--- config.mk ---
export PLATFORM = sky130hd
export DESIGN_NAME = fm_cfg_ctrl
export DESIGN_NICKNAME = d
export VERILOG_FILES = /design/src/rtl/fm_ctrl_pkg.sv /design/src/rtl/fm_ctrl_commit.sv /design/src/rtl/fm_cfg_ctrl.sv
export SDC_FILE = /design/constraint.sdc
export NUM_CORES = 1
export LEC_CHECK = 0
export CAP_MARGIN = 40
export CORE_MARGIN = 4
export CORE_UTILIZATION = 55
export CTS_BUF_LIST = sky130_fd_sc_hd__clkbuf_16
export CTS_CLUSTER_SIZE = 24
export DETAILED_ROUTE_END_ITERATION = 8
export PLACE_DENSITY = 0.78
export SLEW_MARGIN = 15
export SYNTH_ARGS = -nofsm -noshare
export SYNTH_HDL_FRONTEND = slang
export SYNTH_SLANG_ARGS = --single-unit
--- constraint.sdc ---
create_clock -name i_clk -period 3.3 [get_ports i_clk]
set_input_delay 0.825 -clock i_clk [delete_from_list [all_inputs] [get_ports i_clk]]
set_output_delay 0.825 -clock i_clk [all_outputs]
set_load 0.005 [all_outputs]
--- src/rtl/fm_ctrl_pkg.sv ---
// Shared constants and parser state encoding for the FM modulator config controller.
package fm_ctrl_pkg;

    localparam logic [7:0] SYNC_BYTE = 8'hA5;
    localparam logic [7:0] ACK_BYTE  = 8'h06;
    localparam logic [7:0] NAK_BYTE  = 8'h15;

    localparam logic [7:0] REG_TW    = 8'h00;
    localparam logic [7:0] REG_GAIN  = 8'h01;
    localparam logic [7:0] REG_CTRL  = 8'h02;

    localparam int FRAME_LEN = 7;

    typedef enum logic [2:0] {
        ST_IDLE,
        ST_ADDR,
        ST_DATA,
        ST_CSUM,
        ST_RESP
    } state_t;

endpackage

--- src/rtl/fm_ctrl_commit.sv ---
// Shadow/active configuration registers: writes land in shadows and are promoted
// on NCO phase wrap, except a control write that disables, which applies at once.
module fm_ctrl_commit
    import fm_ctrl_pkg::*;
#(
    parameter int TW_WIDTH   = 32,
    parameter int GAIN_WIDTH = 16
) (
    input  logic                  clk,
    input  logic                  rst_n,
    input  logic                  wr_en,
    input  logic [7:0]            wr_addr,
    input  logic [31:0]           wr_data,
    input  logic                  phase_wrap,
    output logic [TW_WIDTH-1:0]   tuning_word,
    output logic [GAIN_WIDTH-1:0] fm_gain,
    output logic                  enable,
    output logic                  mute,
    output logic                  cfg_update
);

    logic [TW_WIDTH-1:0]   sh_tw;
    logic [GAIN_WIDTH-1:0] sh_gain;
    logic [1:0]            sh_ctrl;
    logic                  pend_tw, pend_gain, pend_ctrl;

    always_ff @(posedge clk or negedge rst_n) begin
        if (!rst_n) begin
            sh_tw       <= '0;
            sh_gain     <= '0;
            sh_ctrl     <= '0;
            pend_tw     <= 1'b0;
            pend_gain   <= 1'b0;
            pend_ctrl   <= 1'b0;
            tuning_word <= '0;
            fm_gain     <= '0;
            enable      <= 1'b0;
            mute        <= 1'b1;
            cfg_update  <= 1'b0;
        end else begin
            cfg_update <= 1'b0;
            if (phase_wrap) begin
                if (pend_tw)   tuning_word <= sh_tw;
                if (pend_gain) fm_gain     <= sh_gain;
                if (pend_ctrl) {mute, enable} <= sh_ctrl;
                if (pend_tw || pend_gain || pend_ctrl) cfg_update <= 1'b1;
                pend_tw   <= 1'b0;
                pend_gain <= 1'b0;
                pend_ctrl <= 1'b0;
            end
            // A write coinciding with a wrap stays pending for the next wrap.
            if (wr_en) begin
                case (wr_addr)
                    REG_TW: begin
                        sh_tw   <= wr_data[TW_WIDTH-1:0];
                        pend_tw <= 1'b1;
                    end
                    REG_GAIN: begin
                        sh_gain   <= wr_data[GAIN_WIDTH-1:0];
                        pend_gain <= 1'b1;
                    end
                    REG_CTRL: begin
                        sh_ctrl <= wr_data[1:0];
                        if (!wr_data[0]) begin
                            {mute, enable} <= wr_data[1:0];
                            pend_ctrl      <= 1'b0;
                            cfg_update     <= 1'b1;
                        end else begin
                            pend_ctrl <= 1'b1;
                        end
                    end
                    default: ;
                endcase
            end
        end
    end

endmodule

--- src/rtl/fm_cfg_ctrl.sv ---
// UART frame parser, inter-byte timeout and ACK/NAK responder for the FM modulator config.
// Define FM_CTRL_READBACK_EN to enable register reads (ADDR bit7) answered with 4 data bytes.
module fm_cfg_ctrl
    import fm_ctrl_pkg::*;
#(
    parameter int TIMEOUT_CYCLES = 100000,
    parameter int TW_WIDTH       = 32,
    parameter int GAIN_WIDTH     = 16
) (
    input  logic                  i_clk,
    input  logic                  i_reset,
    input  logic                  i_rx_stb,
    input  logic [7:0]            i_rx_data,
    output logic                  o_tx_stb,
    output logic [7:0]            o_tx_data,
    input  logic                  i_tx_busy,
    input  logic                  i_phase_wrap,
    output logic [TW_WIDTH-1:0]   o_tuning_word,
    output logic [GAIN_WIDTH-1:0] o_fm_gain,
    output logic                  o_enable,
    output logic                  o_mute,
    output logic                  o_cfg_update,
    output logic [7:0]            o_err_cnt
);

    localparam int TMO_W = $clog2(TIMEOUT_CYCLES) + 1;

    state_t           state;
    logic [1:0]       byte_cnt;
    logic [7:0]       addr, csum;
    logic [31:0]      data;
    logic [TMO_W-1:0] tmo_cnt;
    logic             in_frame, tmo_hit, frame_end, frame_ok, addr_ok, is_read, wr_en, err_inc;

`ifdef FM_CTRL_READBACK_EN
    logic [2:0]  resp_left;
    logic [31:0] resp_word, rd_word;

    assign is_read = addr[7];
    assign addr_ok = addr[6:0] <= 7'(REG_CTRL);

    always_comb begin
        rd_word = '0;
        case (addr[1:0])
            2'd0:    rd_word = 32'(o_tuning_word);
            2'd1:    rd_word = 32'(o_fm_gain);
            default: rd_word = {30'd0, o_mute, o_enable};
        endcase
    end
`else
    assign is_read = 1'b0;
    assign addr_ok = addr <= REG_CTRL;
`endif

    assign in_frame  = (state == ST_ADDR) || (state == ST_DATA) || (state == ST_CSUM);
    // A byte arriving on the expiry cycle keeps the frame alive.
    assign tmo_hit   = in_frame && !i_rx_stb && (tmo_cnt == TMO_W'(TIMEOUT_CYCLES - 1));
    assign frame_end = (state == ST_CSUM) && i_rx_stb;
    assign frame_ok  = frame_end && (i_rx_data == csum) && addr_ok;
    assign wr_en     = frame_ok && !is_read;
    assign err_inc   = (frame_end && !frame_ok) || ((state == ST_RESP) && i_rx_stb) || tmo_hit;

    always_ff @(posedge i_clk or negedge i_reset) begin
        if (!i_reset)                   tmo_cnt <= '0;
        else if (i_rx_stb || !in_frame) tmo_cnt <= '0;
        else                            tmo_cnt <= tmo_cnt + 1'b1;
    end

    always_ff @(posedge i_clk or negedge i_reset) begin
        if (!i_reset) begin
            state     <= ST_IDLE;
            byte_cnt  <= '0;
            addr      <= '0;
            csum      <= '0;
            data      <= '0;
            o_tx_stb  <= 1'b0;
            o_tx_data <= '0;
            o_err_cnt <= '0;
`ifdef FM_CTRL_READBACK_EN
            resp_left <= '0;
            resp_word <= '0;
`endif
        end else begin
            if (err_inc && o_err_cnt != 8'hFF) o_err_cnt <= o_err_cnt + 8'd1;
            if (tmo_hit) begin
                state <= ST_IDLE;
            end else begin
                case (state)
                    ST_IDLE: if (i_rx_stb && i_rx_data == SYNC_BYTE) state <= ST_ADDR;
                    ST_ADDR: if (i_rx_stb) begin
                        addr     <= i_rx_data;
                        csum     <= i_rx_data;
                        byte_cnt <= '0;
                        state    <= ST_DATA;
                    end
                    ST_DATA: if (i_rx_stb) begin
                        data     <= {data[23:0], i_rx_data};
                        csum     <= csum ^ i_rx_data;
                        byte_cnt <= byte_cnt + 2'd1;
                        if (byte_cnt == 2'd3) state <= ST_CSUM;
                    end
                    ST_CSUM: if (i_rx_stb) begin
                        state     <= ST_RESP;
                        o_tx_stb  <= 1'b1;
                        o_tx_data <= frame_ok ? ACK_BYTE : NAK_BYTE;
`ifdef FM_CTRL_READBACK_EN
                        resp_left <= (frame_ok && is_read) ? 3'd4 : 3'd0;
                        resp_word <= rd_word;
`endif
                    end
                    ST_RESP: if (o_tx_stb && !i_tx_busy) begin
`ifdef FM_CTRL_READBACK_EN
                        if (resp_left != 3'd0) begin
                            o_tx_data <= resp_word[31:24];
                            resp_word <= {resp_word[23:0], 8'h00};
                            resp_left <= resp_left - 3'd1;
                        end else begin
                            o_tx_stb <= 1'b0;
                            state    <= ST_IDLE;
                        end
`else
                        o_tx_stb <= 1'b0;
                        state    <= ST_IDLE;
`endif
                    end
                    default: state <= ST_IDLE;
                endcase
            end
        end
    end

    fm_ctrl_commit #(
        .TW_WIDTH   (TW_WIDTH),
        .GAIN_WIDTH (GAIN_WIDTH)
    ) u_commit (
        .clk         (i_clk),
        .rst_n       (i_reset),
        .wr_en       (wr_en),
        .wr_addr     (addr),
        .wr_data     (data),
        .phase_wrap  (i_phase_wrap),
        .tuning_word (o_tuning_word),
        .fm_gain     (o_fm_gain),
        .enable      (o_enable),
        .mute        (o_mute),
        .cfg_update  (o_cfg_update)
    );

endmodule
Word level (Yosys, flattened, before mapping). Cells that the tools add are included. W data, S select, Z words.

Register bits: 192. Memory bits (writable): 0. Latch bits: 0. Bits in read-only memories: 0. Memories kept: 0.

Shift operators: 0. Eq/ne operators: 21. Multiply operators: 0. Add/subtract/negate cells: 3. Reduce and logical (&&, ||, !) cells: 36. $lt $le $gt $ge: 1. Bitwise logic cells: 2. Div/mod/pow operators: 0. Muxes and demuxes: 44.

Operator list (count): $mux W1 (27); $mux W3 (7); $add A18 B1 Y18 const B (1); $eq A18 B17 Y1 const B (1); $mux W18 (1); $mux W8 (2); $pmux W8 S2 (1); $pmux W3 S5 (1); $ne A3 B3 Y1 const B (4); $logic_and A1 B1 Y1 (10); $reduce_and A2 Y1 (5); $reduce_and A3 Y1 (3); $add A8 B1 Y8 const B (1); $eq A8 B1 Y1 const B (1); $eq A8 B2 Y1 const B (1); $eq A8 B8 Y1 (1); $eq A8 B8 Y1 const B (1); $le A8 B2 Y1 const B (1); $logic_not A8 Y1 (1); $ne A8 B8 Y1 const B (1); $reduce_and A4 Y1 (2); $xor A8 B8 Y8 (1); $logic_or A1 B1 Y1 (7); $eq A3 B2 Y1 const B (2); other kinds (16) (24).

Longest topological paths before layout.
Depth in word-level cells: 9. Mapped depth: 7. Mapped depth without buffers: 7.

Hierarchy. From an unflattened synthesis, not the netlist that was laid out.

Cell total of the unflattened synthesis: 621. Area, all modules: 7788.7 µm².

Modules (own cells, without submodules): fm_ctrl_commit (times used 1, cells an instance 234, area an instance 4006.3 µm², sequential area each 2603.7 µm²); fm_cfg_ctrl (times used 1, cells an instance 387, area an instance 3782.4 µm², sequential area each 2077.0 µm²).

Worst setup path after synthesis. Ideal clock, no wire load.

Kind: input to register. Start: in i_rx_stb. End: reg u_commit.sh_tw[10]. Cell stages on the path: 7. Library setup time: 125 ps. Data required time: 3175 ps. Arrival time: 2609 ps. Buffers on the path: 2. Path slack: 566 ps. Cells stage by stage: nand4b_1 > or4_4 > nor4_2 > and2b_1 > buf_6 > buf_12 > mux2_2.

Longest elaborated chain between the ends: 4.

RTL lines: start: declaration (RTL line fm_cfg_ctrl.sv:12) `input logic i_rx_stb,`; $logic_and A1 B1 Y1 (RTL line fm_cfg_ctrl.sv:58) `assign frame_end = (state == ST_CSUM) && i_rx_stb;`; $logic_and A1 B1 Y1 (2 in series) (RTL line fm_cfg_ctrl.sv:59) `assign frame_ok = frame_end && (i_rx_data == csum) && addr_ok;`; $reduce_and A2 Y1 (no line); end signal: assignment (RTL line fm_ctrl_commit.sv:55) `sh_tw <= wr_data[TW_WIDTH-1:0];`; end: declaration (RTL line fm_ctrl_commit.sv:22) `logic [TW_WIDTH-1:0] sh_tw;`.

Every way passes these cells. A chain may end at the register's enable or synchronous reset.

Worst setup path in the final report.
Start: in i_rx_stb. End: reg o_err_cnt[6].

Longest elaborated chain between the ends: 8.

RTL lines: $logic_and A1 B1 Y1 (RTL line fm_cfg_ctrl.sv:58); $logic_and A1 B1 Y1 (2 in series) (RTL line fm_cfg_ctrl.sv:59); $logic_not A1 Y1 (RTL line fm_cfg_ctrl.sv:61) `assign err_inc = (frame_end && !frame_ok) || ((state == ST_RESP) && i_rx_stb) || tmo_hit;`; $logic_and A1 B1 Y1 (RTL line fm_cfg_ctrl.sv:61); $logic_or A1 B1 Y1 (RTL line fm_cfg_ctrl.sv:61); $logic_or A1 B1 Y1 (*) (RTL line fm_cfg_ctrl.sv:61); $logic_and A1 B1 Y1 (*) (RTL line fm_cfg_ctrl.sv:84) `if (err_inc && o_err_cnt != 8'hFF) o_err_cnt <= o_err_cnt + 8'd1;`; end signal: assignment (RTL line fm_cfg_ctrl.sv:84); end: declaration (RTL line fm_cfg_ctrl.sv:23) `output logic [7:0] o_err_cnt`.

Every way passes the cells marked *; elsewhere a longest branch is shown, timed or not.

==> results.yml <==
clock_network:
  cts_tree: "built"
  clk_pin_slew_ns: 0.06
  cts_hold_buf: 0
  clock-sinks: 187
  cts_resized: 0
  htreeDepth: 4
  post_cts_buffers: 0
  cts_root_buffer: "clkbuf_16"
  clockBufferDepth: 2
  numCtsBuffers: 17
  clkLatencyLatePin_ns: 0.42
route:
  drc: 0
  drt-vias-per-instance: 5.51
  drt-wirelength-per-cell_um: 17.3
  final_antenna_net_count: 0
  first_pass_iters: 4
  drt_iter0_drc: 300
  routed_wl_um: 14500
  vias: 4643
synthesis:
  synthTopCellsByArea: "dfrtp_1 (61%), mux2_2 (20%), a21oi_1 (1.7%)"
  ys_warn_count: 0
  yosysTopAreaCellShare_pct: 60.5
  synth_flop_cell: "dfrtp_1"
  synthDistinctLibCells: 48
  yosysMostFrequentCell: "dfrtp_1"
  netlist.top_cell.by_area: "dfrtp_1"
  syn_avg_cell_area_um2: 13.8
  synth_edf_count: 0
  syn_area_mm2: 0.00769
  synth-seq-area-share_pct: 60.9
  synth-async-reset-ratio_pct: 100
  syn-instance-count: 558
  synth_seq_cells: 187
  synth.top_cells.by_count: "dfrtp_1 (186), mux2_2 (137), nor2_1 (29)"
timing:
  max_slew_margin_pct: 47.3
  finalMaxSlewViolations: 0
  period_minus_slack_ns: 2.84
  setup_viol: 0
  max_freq_mhz: 352
  finClkSkew_ns: 0.00445
  tightest_slew_ns: 0.788
  hold_violations: 0
  rsz0062_at_grt: "false"
  final.period_utilization_pct: 86.1
  setup_tns_ns: 0
hold_path:
  min_path_type: "in2async"
worst_setup_path:
  end_kind: "flop"
  cp_num_cells: 7
  r2r_cells: 6
  crit_buf_inv: 1
  path_cells: "clkdlybuf4s50_1 -> nand4b_1 -> or4_4 -> a2111oi_4 -> o211ai_2 -> nand4_1 -> mux2_2"
  crit_fanout: 8
  slowest_stage: "or4_4"
  critPathArrivalTime_ns: 3.15
  setup.worst_path.class: "in2reg"
  cpPeakStageDelay_ns: 0.56
  worst_setup_path_start_kind: "input pin"
  worstPathRequired_ns: 3.61
  critPathTopFamily: "simple AND/OR/NAND/NOR gates"
run:
  maxCapViolations: 0
global_routing:
  grt_pass1_vias: 4856
  gr-total-overflow: 0
  grt_first_pass_wirelength_um: 24700
  antenna_found_initial: 0
  grt_start_max_net_pins: 72
  grt_usage_pct: 19.5
final_layout:
  final_cells: 842
  layout.area.seq_mm2: 0.00468
  area_delta_synth_final_pct: 20.6
  utilization_pct: 69.0
  multi_input_area_mm2: 0.00283
  fillers: 967
  drive_above_1_share_pct: 28.8
  final_nets: 669
  antenna_cells: 0
floorplan:
  start_util_pct: 57.2
  die_w_um: 126
  ios: 81
  rows: 42
  die_h_um: 126
  die_area_mm2: 0.0159
  fp.coreArea_mm2: 0.0135
placement:
  dpl.hpwl_um: 10000
  dp_cells: 810
  io_buffers: 76
  gp_congestion: 0.832
outcome:
  status: "complete, no violations"
power:
  p_per_area_mw_per_mm2: 499
  p_leak_nw: 4.51
  peakVddDrop_mv: 0.337
## where the power goes
group          leakage [nW]  total (mW)  switching (mW)  internal (mW)
Sequential             2.59        2.39          0.0511           2.34
Clock                 0.297        1.96           0.795           1.16
Combinational          1.62       0.281           0.128          0.152
## logic make-up after synthesis
family	after synthesis	share of synthesized area [%]
AOI/OAI and AO/OA	52	4.04
xor gates and xnor gates	25	2.85
adders and majority gates	3	0.488
buffers and inverters	32	2.64
DFF	187	60.9
muxes	145	21.2
other	1	0.0488
and+or+nand+nor	113	7.86
## worst register-to-register path, cell delays in order (launching register included)
cell and delay [ns]:
dfrtp_1 0.37, or4_1 0.54, or4_4 0.48, a2111oi_4 0.41, o211ai_2 0.20, nand4_1 0.17
mux2_2 0.34
## area by class of cell
| cell class | instances | share of cell area (%) |
|---|---|---|
| sequential | 187 | 50.5 |
| tap | 176 | 2.37 |
| timing repair buffer | 96 | 10.2 |
| inverter | 9 | 0.364 |
| multi-input combinational | 342 | 30.5 |
| clock inverter | 15 | 1.52 |
| clock buffer | 17 | 4.59 |
## per-layer routing
metal	up-vias	share of wire [%]	global-route usage [%]
li1	2160	-	-
met1	2352	44	25.5
met2	109	50	32.5
met3	22	4.4	4.15
met4	0	1.7	6.94
met5	-	0	0
## flip-flops by register name (all words and copies together) (netlist names), 16 cells and up
| register | flops |
|---|---|
| data | 32 |
| u_commit.tuning_word | 32 |
| u_commit.sh_gain | 16 |
| u_commit.fm_gain | 16 |
| tmo_cnt | 18 |
| u_commit.sh_tw | 32 |
## cells in the final DEF (no fill, tap or decap), types with 4 or more instances in the layout
| cell type | instances |
|---|---|
| clkbuf_16 | 17 |
| nor2_1 | 28 |
| conb_1 | 4 |
| a21oi_1 | 26 |
| nor3_1 | 5 |
| nand4_1 | 11 |
| xnor2_1 | 14 |
| o21ai_0 | 15 |
| xor2_1 | 11 |
| mux2_2 | 137 |
| inv_1 | 13 |
| nand3_1 | 19 |
| clkinv_2 | 5 |
| mux2_1 | 7 |
| buf_4 | 17 |
| nand2_1 | 22 |
| clkdlybuf4s50_1 | 75 |
| dfrtp_1 | 186 |
| and3_1 | 5 |
## final timing paths
check / to / slack, ns / from
max: o_err_cnt[6]$_DFFE_PN0P_ / 0.46 / i_rx_stb
min: u_commit.tuning_word[9]$_DFFE_PN0P_ / 0.32 / i_reset
max reg2reg: o_err_cnt[6]$_DFFE_PN0P_ / 0.67 / addr[3]$_DFFE_PN0P_
min reg2reg: o_tx_data[2]$_DFFE_PN0P_ / 0.48 / o_tx_data[2]$_DFFE_PN0P_
max in group asynchronous: o_tx_data[1]$_DFFE_PN0P_ / 2.11 / i_reset
min in group i_clk: o_tx_data[2]$_DFFE_PN0P_ / 0.48 / o_tx_data[2]$_DFFE_PN0P_
## per-stage QoR
| stage | power, mW | instance area, um^2 | worst slack, ns | hold slack, ns |
|---|---|---|---|---|
| after floorplan | 2.53 | 7700 | 0.566 | 0.454 |
| after global placement | 2.71 | 8710 | 0.107 | 0.452 |
| after detailed placement | 2.71 | 8710 | 0.0218 | 0.460 |
| after CTS | 4.67 | 9280 | 0.476 | 0.319 |
| after global routing | 4.80 | 9280 | 0.315 | 0.340 |
| final | 4.63 | 9280 | 0.459 | 0.320 |
Power figures use the tool's default switching activity.
